## src/rtl/packet_scheduler_pkg.sv

```systemverilog
// Shared types and constants for the monitor-link packet scheduler.
package packet_scheduler_pkg;

  localparam int unsigned PKT_W = 40;
  localparam logic [PKT_W-1:0] AUDIO_REQ_PKT = 40'h0700000000;
  // 41 packet bits + 3 gap bits + 1 turnaround cycle at the sender
  localparam int unsigned HOLDOFF_DEFAULT = 41 + 3 + 1;

  typedef enum logic [1:0] {
    IDLE  = 2'd0,
    HOLD  = 2'd1,
    AUDIO = 2'd2
  } state_t;

endpackage

```

## src/rtl/packet_scheduler_pkt_fifo.sv

```systemverilog
// Synchronous FIFO for low-priority packets; head is visible on pop_data.
module pkt_fifo #(
  parameter int unsigned WIDTH = 40,
  parameter int unsigned DEPTH = 4
) (
  input  logic                     clk,
  input  logic                     rst_n,
  input  logic                     push,
  input  logic [WIDTH-1:0]         push_data,
  input  logic                     pop,
  output logic [WIDTH-1:0]         pop_data,
  output logic [$clog2(DEPTH):0]   count,
  output logic                     full,
  output logic                     empty
);

  localparam int unsigned AW = $clog2(DEPTH);

  logic [WIDTH-1:0] mem [DEPTH];
  logic [AW-1:0]    wr_ptr;
  logic [AW-1:0]    rd_ptr;
  logic             do_push;
  logic             do_pop;

  assign full     = (count == (AW+1)'(DEPTH));
  assign empty    = (count == '0);
  assign do_push  = push & ~full;
  assign do_pop   = pop & ~empty;
  assign pop_data = mem[rd_ptr];

  // Storage carries no reset; only the pointers define validity.
  always_ff @(posedge clk) begin
    if (do_push) mem[wr_ptr] <= push_data;
  end

  always_ff @(posedge clk or negedge rst_n) begin
    if (!rst_n) begin
      wr_ptr <= '0;
      rd_ptr <= '0;
      count  <= '0;
    end else begin
      if (do_push) wr_ptr <= wr_ptr + AW'(1);
      if (do_pop)  rd_ptr <= rd_ptr + AW'(1);
      case ({do_push, do_pop})
        2'b10:   count <= count + (AW+1)'(1);
        2'b01:   count <= count - (AW+1)'(1);
        default: count <= count;
      endcase
    end
  end

endmodule

```

## src/rtl/packet_scheduler.sv

```systemverilog
// Paces control and data packets into the serial sender and generates the
// audio-sample-request mode and tick.
module packet_scheduler
  import packet_scheduler_pkg::*;
#(
  parameter int unsigned FIFO_DEPTH         = 4,
  parameter int unsigned HOLDOFF            = HOLDOFF_DEFAULT,
  parameter int unsigned AUDIO_REQ_INTERVAL = 114
) (
  input  logic             clk,
  input  logic             rst_n,
  input  logic [PKT_W-1:0] ctl_data,
  input  logic             ctl_valid,
  output logic             ctl_ready,
  input  logic [PKT_W-1:0] dat_data,
  input  logic             dat_valid,
  output logic             dat_ready,
  input  logic             audio_enable,
  output logic [PKT_W-1:0] out_data,
  output logic             out_data_valid,
  output logic             audio_sample_request_mode,
  output logic             audio_sample_request_tick,
  output logic             overflow
);

  localparam int unsigned CW = $clog2(FIFO_DEPTH) + 1;
  localparam int unsigned HW = $clog2(HOLDOFF + 1);
  localparam int unsigned TW = $clog2(AUDIO_REQ_INTERVAL + 1);
  localparam logic [HW-1:0] HOLD_LOAD = HW'(HOLDOFF - 1);
  localparam logic [TW-1:0] TICK_LAST = TW'(AUDIO_REQ_INTERVAL - 1);

  state_t           state;
  logic [HW-1:0]    hold_cnt;
  logic [TW-1:0]    tick_cnt;
  logic             run_q;
  logic             ctl_full;
  logic [PKT_W-1:0] ctl_q;

  logic [PKT_W-1:0] fifo_head;
  logic [CW-1:0]    fifo_count;
  logic             fifo_full;
  logic             fifo_empty;
  logic             fifo_push;
  logic             fifo_pop;
  logic             ctl_load;
  logic             ctl_clr;
  logic             pkt_avail;
  logic             issue;
  logic [PKT_W-1:0] issue_pkt;

  // run_q keeps both ready outputs low while reset is asserted.
  assign ctl_ready = run_q & ~ctl_full;
  assign dat_ready = run_q & (fifo_count < CW'(FIFO_DEPTH));

  // Issue decision; the control register always beats the FIFO head.
  always_comb begin
    ctl_load  = ctl_valid & ctl_ready;
    fifo_push = dat_valid & dat_ready & ~fifo_full;
    pkt_avail = ctl_full | ~fifo_empty;
    issue_pkt = ctl_full ? ctl_q : fifo_head;
    issue     = 1'b0;
    case (state)
      IDLE:    issue = ~audio_enable & pkt_avail;
      AUDIO:   issue = audio_sample_request_tick & pkt_avail;
      default: issue = 1'b0;
    endcase
    ctl_clr  = issue & ctl_full;
    fifo_pop = issue & ~ctl_full;
  end

  pkt_fifo #(
    .WIDTH (PKT_W),
    .DEPTH (FIFO_DEPTH)
  ) u_fifo (
    .clk       (clk),
    .rst_n     (rst_n),
    .push      (fifo_push),
    .push_data (dat_data),
    .pop       (fifo_pop),
    .pop_data  (fifo_head),
    .count     (fifo_count),
    .full      (fifo_full),
    .empty     (fifo_empty)
  );

  always_ff @(posedge clk or negedge rst_n) begin
    if (!rst_n) begin
      run_q    <= 1'b0;
      ctl_full <= 1'b0;
      ctl_q    <= '0;
      overflow <= 1'b0;
    end else begin
      run_q <= 1'b1;
      if (ctl_load) begin
        ctl_q    <= ctl_data;
        ctl_full <= 1'b1;
      end else if (ctl_clr) begin
        ctl_full <= 1'b0;
      end
      if ((ctl_valid & ~ctl_ready) | (dat_valid & ~dat_ready)) overflow <= 1'b1;
    end
  end

  // Issue pacing FSM; mode only follows audio_enable from IDLE so it never
  // changes while the sender is mid-transfer.
  always_ff @(posedge clk or negedge rst_n) begin
    if (!rst_n) begin
      state                     <= IDLE;
      hold_cnt                  <= '0;
      out_data                  <= '0;
      out_data_valid            <= 1'b0;
      audio_sample_request_mode <= 1'b0;
    end else begin
      out_data_valid <= issue;
      if (issue) out_data <= issue_pkt;
      case (state)
        IDLE: begin
          audio_sample_request_mode <= audio_enable;
          if (audio_enable) begin
            state <= AUDIO;
          end else if (issue) begin
            state    <= HOLD;
            hold_cnt <= HOLD_LOAD;
          end
        end
        HOLD: begin
          if (hold_cnt <= HW'(1)) begin
            state    <= IDLE;
            hold_cnt <= '0;
          end else begin
            hold_cnt <= hold_cnt - HW'(1);
          end
        end
        AUDIO: begin
          if (!issue && !audio_enable) begin
            state    <= HOLD;
            hold_cnt <= HOLD_LOAD;
          end
        end
        default: state <= IDLE;
      endcase
    end
  end

  // Tick generator: free-runs only while the mode output is high.
  always_ff @(posedge clk or negedge rst_n) begin
    if (!rst_n) begin
      tick_cnt                  <= '0;
      audio_sample_request_tick <= 1'b0;
    end else if (!audio_sample_request_mode) begin
      tick_cnt                  <= '0;
      audio_sample_request_tick <= 1'b0;
    end else if (tick_cnt == TICK_LAST) begin
      tick_cnt                  <= '0;
      audio_sample_request_tick <= 1'b1;
    end else begin
      tick_cnt                  <= tick_cnt + TW'(1);
      audio_sample_request_tick <= 1'b0;
    end
  end

endmodule

```

## config.mk

```make
export PLATFORM = sky130hd
export DESIGN_NAME = packet_scheduler
export DESIGN_NICKNAME = d
export VERILOG_FILES = /design/src/rtl/packet_scheduler_pkg.sv /design/src/rtl/packet_scheduler_pkt_fifo.sv /design/src/rtl/packet_scheduler.sv
export SDC_FILE = /design/constraint.sdc
export NUM_CORES = 1
export LEC_CHECK = 0
export BUFFER_PORTS_ARGS = -buffer_cell sky130_fd_sc_hd__buf_4
export CAP_MARGIN = 20
export CORE_MARGIN = 2
export CORE_UTILIZATION = 60
export DETAILED_ROUTE_END_ITERATION = 12
export PLACE_DENSITY = 0.79
export SLEW_MARGIN = 20
export SYNTH_ARGS = -nofsm -noshare
export SYNTH_HDL_FRONTEND = slang
export SYNTH_HIERARCHICAL = 1
export SYNTH_SLANG_ARGS = --single-unit
```

## constraint.sdc

```tcl
create_clock -name clk -period 6.03 [get_ports clk]
set_input_delay 0.3015 -clock clk [delete_from_list [all_inputs] [get_ports clk]]
set_output_delay 0.3015 -clock clk [all_outputs]
set_load 0.03 [all_outputs]
```

# Yosys cells after proc, flatten, opt, wreduce, memory -nomap -nowiden
# Memories as Yosys holds them, arrays and structs flattened.
# Cells that the tools add are included.
dict set report totals {
  regBits 108
  ram_bits 160
  inputBits 85
  out_inout_bits 46
  elab_cells 86
  mem_count 1
}
dict set report op_classes {
  addsub 6
  magnitude_cmp 2
  eq_ne 11
  mux 21
  n_bitwise 21
  n_reduce_logical 10
}
# name words width rd rd_clocked_by_memory_dff write_ports line
set mem_list {}
lappend mem_list {u_fifo.mem 4 40 1 0 1 packet_scheduler_pkt_fifo.sv:19} ;# logic [WIDTH-1:0] mem [DEPTH];
# cell n
set op_table {}
lappend op_table {{$mux 40} 1}
lappend op_table {{$mux 6} 4}
lappend op_table {{$pmux 6 s3} 1}
lappend op_table {{$mux 7} 2}
lappend op_table {{$and 1x1->1} 13}
lappend op_table {{$mux 2} 4}
lappend op_table {{$ne 2x2->1 const B} 4}
lappend op_table {{$add 7x1->7 const B} 1}
lappend op_table {{$eq 7x7->1 const B} 1}
lappend op_table {{$le 6x1->1 const B} 1}
lappend op_table {{$mux 1} 6}
lappend op_table {{$not 1->1} 6}
lappend op_table {{$pmux 2 s3} 1}
lappend op_table {{$pmux 3 s2} 1}
lappend op_table {{$sub 6x1->6 const B} 1}
lappend op_table {{$add 2x1->2 const B} 2}
lappend op_table {{$eq 2x1->1 const B} 2}
lappend op_table {{$eq 2x2->1 const B} 2}
lappend op_table {{$reduce_and 4->1} 1}
lappend op_table {{$reduce_bool 2->1} 2}
lappend op_table {{$add 3x1->3 const B} 1}
lappend op_table {{$eq 3x3->1 const B} 1}
lappend op_table {{$logic_not 3->1} 1}
lappend op_table {{$lt 3x3->1 const B} 1}
lappend op_table {{9 further kinds} 11}

# Longest topological paths before layout
dict set report logic_depth {
  depth_word 9
  ltp_mapped 12
}

# Modules after synthesis
# The synthesis kept the hierarchy.
# module n_inst cells_per_inst area_per_inst_um2
set modules_own_cells {}
lappend modules_own_cells {pkt_fifo 1 248 6190.9}
lappend modules_own_cells {packet_scheduler 1 366 4441.8}

# Least setup slack after synthesis
# Ideal clock, no wire load.
dict set report synth_path {
  path_type {reg-to-reg}
  from {register state[1]}
  to {register u_fifo.count[2]}
  setup_time_ns 0.079
  arrival_time_ns 2.429
  required_time_ns 5.951
  setup_slack_ns 3.521
  stages_incl_launch_ff 13
  path_buffers 2
  period_less_slack_ns 2.509
  path_cell_list {dfrtp_1 buf_6 or2_1 a211oi_2 buf_4 and2_1 o31a_2 ha_1 inv_1 fa_1 xor2_1 nor2_1 xor2_1}
}
dict set report synth_between {
  elab_chain_len 6
}
# item line
set synth_rtl {}
lappend synth_rtl {{from (decl)} packet_scheduler.sv:32} ;# state_t state;
lappend synth_rtl {{from (signal assigned)} packet_scheduler.sv:108} ;# state <= IDLE;
lappend synth_rtl {{from (signal assigned)} packet_scheduler.sv:120} ;# state <= AUDIO;
lappend synth_rtl {{from (signal assigned)} packet_scheduler.sv:122} ;# state <= HOLD;
lappend synth_rtl {{$eq 2x2->1 / $logic_not 2->1 (equally long branches)} packet_scheduler.sv:62} ;# case (state)
lappend synth_rtl {{$pmux 1 s2 (*)} packet_scheduler.sv:62}
lappend synth_rtl {{$and 1x1->1 (*)} packet_scheduler.sv:68} ;# fifo_pop = issue & ~ctl_full;
lappend synth_rtl {{named net fifo_pop} packet_scheduler.sv:44} ;# logic fifo_pop;
lappend synth_rtl {{$and 1x1->1 (*)} packet_scheduler_pkt_fifo.sv:28} ;# assign do_pop = pop & ~empty;
lappend synth_rtl {{named net u_fifo.do_pop} packet_scheduler_pkt_fifo.sv:23} ;# logic do_pop;
lappend synth_rtl {{$eq 2x1->1 / $eq 2x2->1 (equally long branches)} packet_scheduler_pkt_fifo.sv:44} ;# case ({do_push, do_pop})
lappend synth_rtl {{$pmux 3 s2 / $reduce_bool 2->1 (equally long branches)} n/a}
lappend synth_rtl {{to (signal assigned)} packet_scheduler_pkt_fifo.sv:45} ;# 2'b10: count <= count + (AW+1)'(1);
lappend synth_rtl {{to (signal assigned)} packet_scheduler_pkt_fifo.sv:46} ;# 2'b01: count <= count - (AW+1)'(1);
lappend synth_rtl {{to (signal assigned)} packet_scheduler_pkt_fifo.sv:47} ;# default: count <= count;
lappend synth_rtl {{to (decl)} packet_scheduler_pkt_fifo.sv:12} ;# output logic [$clog2(DEPTH):0] count,
# Mark *: on every way through the listed nets, which the timed path passes. The rest lies on a longest branch.
# A chain may end at the register's enable or synchronous reset.

# Worst setup path after layout
dict set report layout_path {
  from {register u_fifo.count[2]}
  to {memory u_fifo.mem[3][18], enable pin}
}
# item line
set layout_lines {}
lappend layout_lines {{$eq 3x3->1} packet_scheduler_pkt_fifo.sv:25} ;# assign full = (count == (AW+1)'(DEPTH));
lappend layout_lines {{named net fifo_full} packet_scheduler.sv:41} ;# logic fifo_full;
lappend layout_lines {{$not 1->1} packet_scheduler.sv:58} ;# fifo_push = dat_valid & dat_ready & ~fifo_full;
lappend layout_lines {{$and 1x1->1} packet_scheduler.sv:58}
lappend layout_lines {{named net fifo_push} packet_scheduler.sv:43} ;# logic fifo_push;
lappend layout_lines {{$and 1x1->1} packet_scheduler_pkt_fifo.sv:27} ;# assign do_push = push & ~full;
lappend layout_lines {{$mux 1} packet_scheduler_pkt_fifo.sv:33} ;# if (do_push) mem[wr_ptr] <= push_data;
lappend layout_lines {{$mux 1 (not written as such)} packet_scheduler_pkt_fifo.sv:33}
lappend layout_lines {{to (decl)} packet_scheduler_pkt_fifo.sv:19}
# The timed path passes the listed nets, and every way through them passes these cells.

==> load_flow_metrics.sql <==
INSERT INTO impl_metrics (metric_group, metric, value, unit) VALUES
('outcome', 'outcome', 'completed', ''),
('timing', 'final.setup.worst_slack', '3.43', 'ns'),
('hold_path', 'holdCritStartpoint', 'ctl_data[29]', ''),
('timing', 'report.final.slew_viol_count', '0', ''),
('power_and_ir_drop', 'power.share.switching', '0.321', ''),
('finish', 'sequential_cell_area', '7510', 'sq um'),
('power_and_ir_drop', 'netSwitchingPower', '2.04', 'mW'),
('yosys', 'postSynth.asyncResetShare', '0.403', ''),
('clock_network', 'clock_tree_from_tritoncts', 'done', ''),
('yosys', 'syn_area_per_cell', '17.3', 'sq um'),
('worst_setup_path', 'crit_type', 'flip-flop to flip-flop', ''),
('route', 'drt_drc_violations_left', '0', ''),
('power_and_ir_drop', 'finalPower', '6.35', 'mW'),
('clock_network', 'cts_max_path_buffers', '3', ''),
('clock_network', 'clk_latency', '0.52', 'ns'),
('route', 'postRouteWirelength', '21100', 'microns'),
('worst_setup_path', 'critical_path_sink_type', 'flip-flop', ''),
('global_route', 'grt_pass1_wl', '33300', 'microns'),
('yosys', 'count_of_synthesis_stage_warnings_from_yosys', '6', ''),
('worst_setup_path', 'timing.critical_path.arrival', '2.72', 'ns'),
('place', 'detailedPlacementHpwl', '12300', 'microns'),
('yosys', 'netlist_area', '10600', 'sq um'),
('worst_setup_path', 'setup.worst_path.start_class', 'flip-flop', ''),
('finish', 'final_layout_size_suffix_gt1_frac', '0.351', ''),
('yosys', 'synthMostInstantiatedCell', 'edfxtp_1', ''),
('route', 'first_iter_violations', '266', ''),
('worst_setup_path', 'crit_buf_inv', '1', ''),
('power_and_ir_drop', 'powerDensity', '484', 'nW/um^2'),
('worst_setup_path', 'crit_family', 'simple AND/OR/NAND/NOR gates', ''),
('floorplanning', 'rows', '48', ''),
('finish', 'synthToLayoutAreaGrowth', '23.5', '%'),
('global_route', 'grt_pass1_vias', '6338', ''),
('hold_path', 'hold_path_class', 'input pin to flip-flop', ''),
('floorplanning', 'floorplan.initialDensity', '0.615', ''),
('worst_setup_path', 'critical-path-max-stage-delay', '1.04', 'ns'),
('clock_network', 'cts-buffers-inserted', '27', ''),
('yosys', 'synth_sequential_area_ratio', '0.706', ''),
('clock_network', 'htreeDepth', '1', ''),
('power_and_ir_drop', 'share_of_power_burned_in_combinational_logic', '0.307', ''),
('timing', 'finalWorstPathRequiredPeriod', '2.60', 'ns'),
('place', 'portBuffers', '130', ''),
('place', 'dpl_worst_slack', '3.45', 'ns'),
('clock_network', 'post_cts_hold_fix_bufs', '46', ''),
('route', 'drt-wirelength-per-cell', '20.3', 'microns'),
('worst_setup_path', 'cp_max_fo', '40', ''),
('route', 'via_count', '5909', ''),
('yosys', 'fraction_of_synthesized_cell_area_taken_by_the_top_area_cell_type', '0.452', ''),
('route', 'final_antenna_net_count', '0', ''),
('worst_setup_path', 'worst_path_max_delay_cell', 'and3_2', ''),
('worst_setup_path', 'first_element_of_the_critical_path', 'u_fifo/count[2]', ''),
('route', 'via_per_inst', '5.68', ''),
('timing', 'final_hold_violating_endpoints', '0', ''),
('job', 'drv_cap', '0', ''),
('floorplanning', 'placeableCoreArea', '17300', 'sq um'),
('power_and_ir_drop', 'clock_power_share', '0.259', ''),
('global_route', 'grt_use_total', '0.232', ''),
('power_and_ir_drop', 'vdd_ir_drop_max', '0.000332', 'V'),
('route', 'firstDrtPassIters', '4', ''),
('yosys', 'yosys_most_used_dff', 'edfxtp_1', ''),
('yosys', 'post_synth_num_cell_types', '48', ''),
('yosys', 'synthesized_netlist_cell_count', '614', ''),
('floorplanning', 'i_o_pin_cnt', '131', ''),
('timing', 'setup_viol', '0', ''),
('finish', 'design.final.nets', '889', ''),
('place', 'place.gp.congestion', '0.717', ''),
('timing', 'timing.max_slew.rel_slack', '0.249', ''),
('yosys', 'synthTopCellsByArea', 'edfxtp_1 45%, dfrtp_1 25%, mux4_2 8.5%', ''),
('clock_network', 'sinks_on_clock_net', '268', ''),
('global_route', 'grt_overflow', '0', ''),
('clock_network', 'postCtsResizedCells', '0', ''),
('worst_setup_path', 'crit-reg2reg-launch', 'u_fifo/count[2]', '');
==> logic make-up (layout without fill, tap and decap cells) <==
kind of cell	count (synthesis)	in the layout	synth area share
XOR/XNOR	11	11	0.00906
other	1	2	0.000353
buffers and inverters	44	244	0.0219
flip-flops	268	268	0.706
AND/OR/NAND/NOR	96	96	0.0430
AO/OA/AOI/OAI	60	60	0.0381
adder cells (fa/ha/maj)	10	10	0.0125
multiplexers	124	124	0.169
==> power groups by stage <==
stage	combinational, mW	clock, mW	sequential (mW)
2_1_floorplan	1.28	0	2.83
3_3_place_gp	1.84	0	2.75
3_5_place_dp	1.91	0	2.79
4_1_cts	1.95	1.68	2.76
5_1_grt	2.09	1.75	2.82
6_report	1.95	1.65	2.76
==> worst paths after layout <==
kind,to,slack [ns],cells past startpoint
setup / recovery,u_fifo/mem[3][18],3.43,4
hold / removal,ctl_q[29],0.02,2
max in group asynchronous,u_fifo/rd_ptr[0],4.37,3
hold reg to reg,tick_cnt[0],0.49,1
min in group asynchronous,overflow,0.34,2
setup reg to reg,u_fifo/mem[3][18],3.43,4
==> per-layer routing <==
layer / track usage / part of all wire
met1: 0.294 / 0.40
met2: 0.414 / 0.53
met3: 0.0407 / 0.045
met4: 0.0670 / 0.022
met5: 0 / 0
==> metrics by stage <==
step                std cells  area (sq um)  utilization  hold slack (ns)
floorplan                 614         10600            -          0.00591
global placement          942         11700        0.679            0.343
detailed placement        942         11700        0.679            0.349
CTS                      1037         13100        0.757          0.00140
global route             1040         13100        0.759          0.00144
finish                   1040         13100        0.759           0.0231
==> sequential cells by signal, indices dropped and copies added, names as in the netlist <==
register and count:
out_data 40, audio_sample_request_tick 1, ctl_q 40, state 2, audio_sample_request_mode 1, tick_cnt 7, run_q 1, overflow 1
u_fifo/rd_ptr 2, u_fifo/wr_ptr 2, hold_cnt 6, ctl_full 1, out_data_valid 1, u_fifo/count 3, u_fifo/mem 160
==> area by class of cell <==
cell class / count / area share
diodes: 1 / 0.000191
clock buffers: 39 / 0.0579
clock inverters: 10 / 0.00924
inverters: 14 / 0.00400
multi-input cells: 302 / 0.221
flip-flops and latches: 268 / 0.572
well taps: 225 / 0.0214
repair buffers: 181 / 0.114
==> cell usage in the layout (no fill, tap or decap), drive strengths merged, types with 3 or more instances in the layout <==
cell type,netlist,layout
edfxtp,160,160
buf,26,134
dfrtp,108,108
nor2,56,56
dlygate4sd3,0,47
a21oi,43,43
mux2i,42,42
mux2,42,42
mux4,40,40
clkbuf,4,39
inv,14,14
ha,9,9
nand2,9,9
o21ai,8,8
clkinv,0,7
xor2,6,6
xnor2,5,5
nor3,5,5
and3,5,5
nor2b,4,4
or3,3,3
bufinv,0,3
Power figures use the tool's default switching activity.
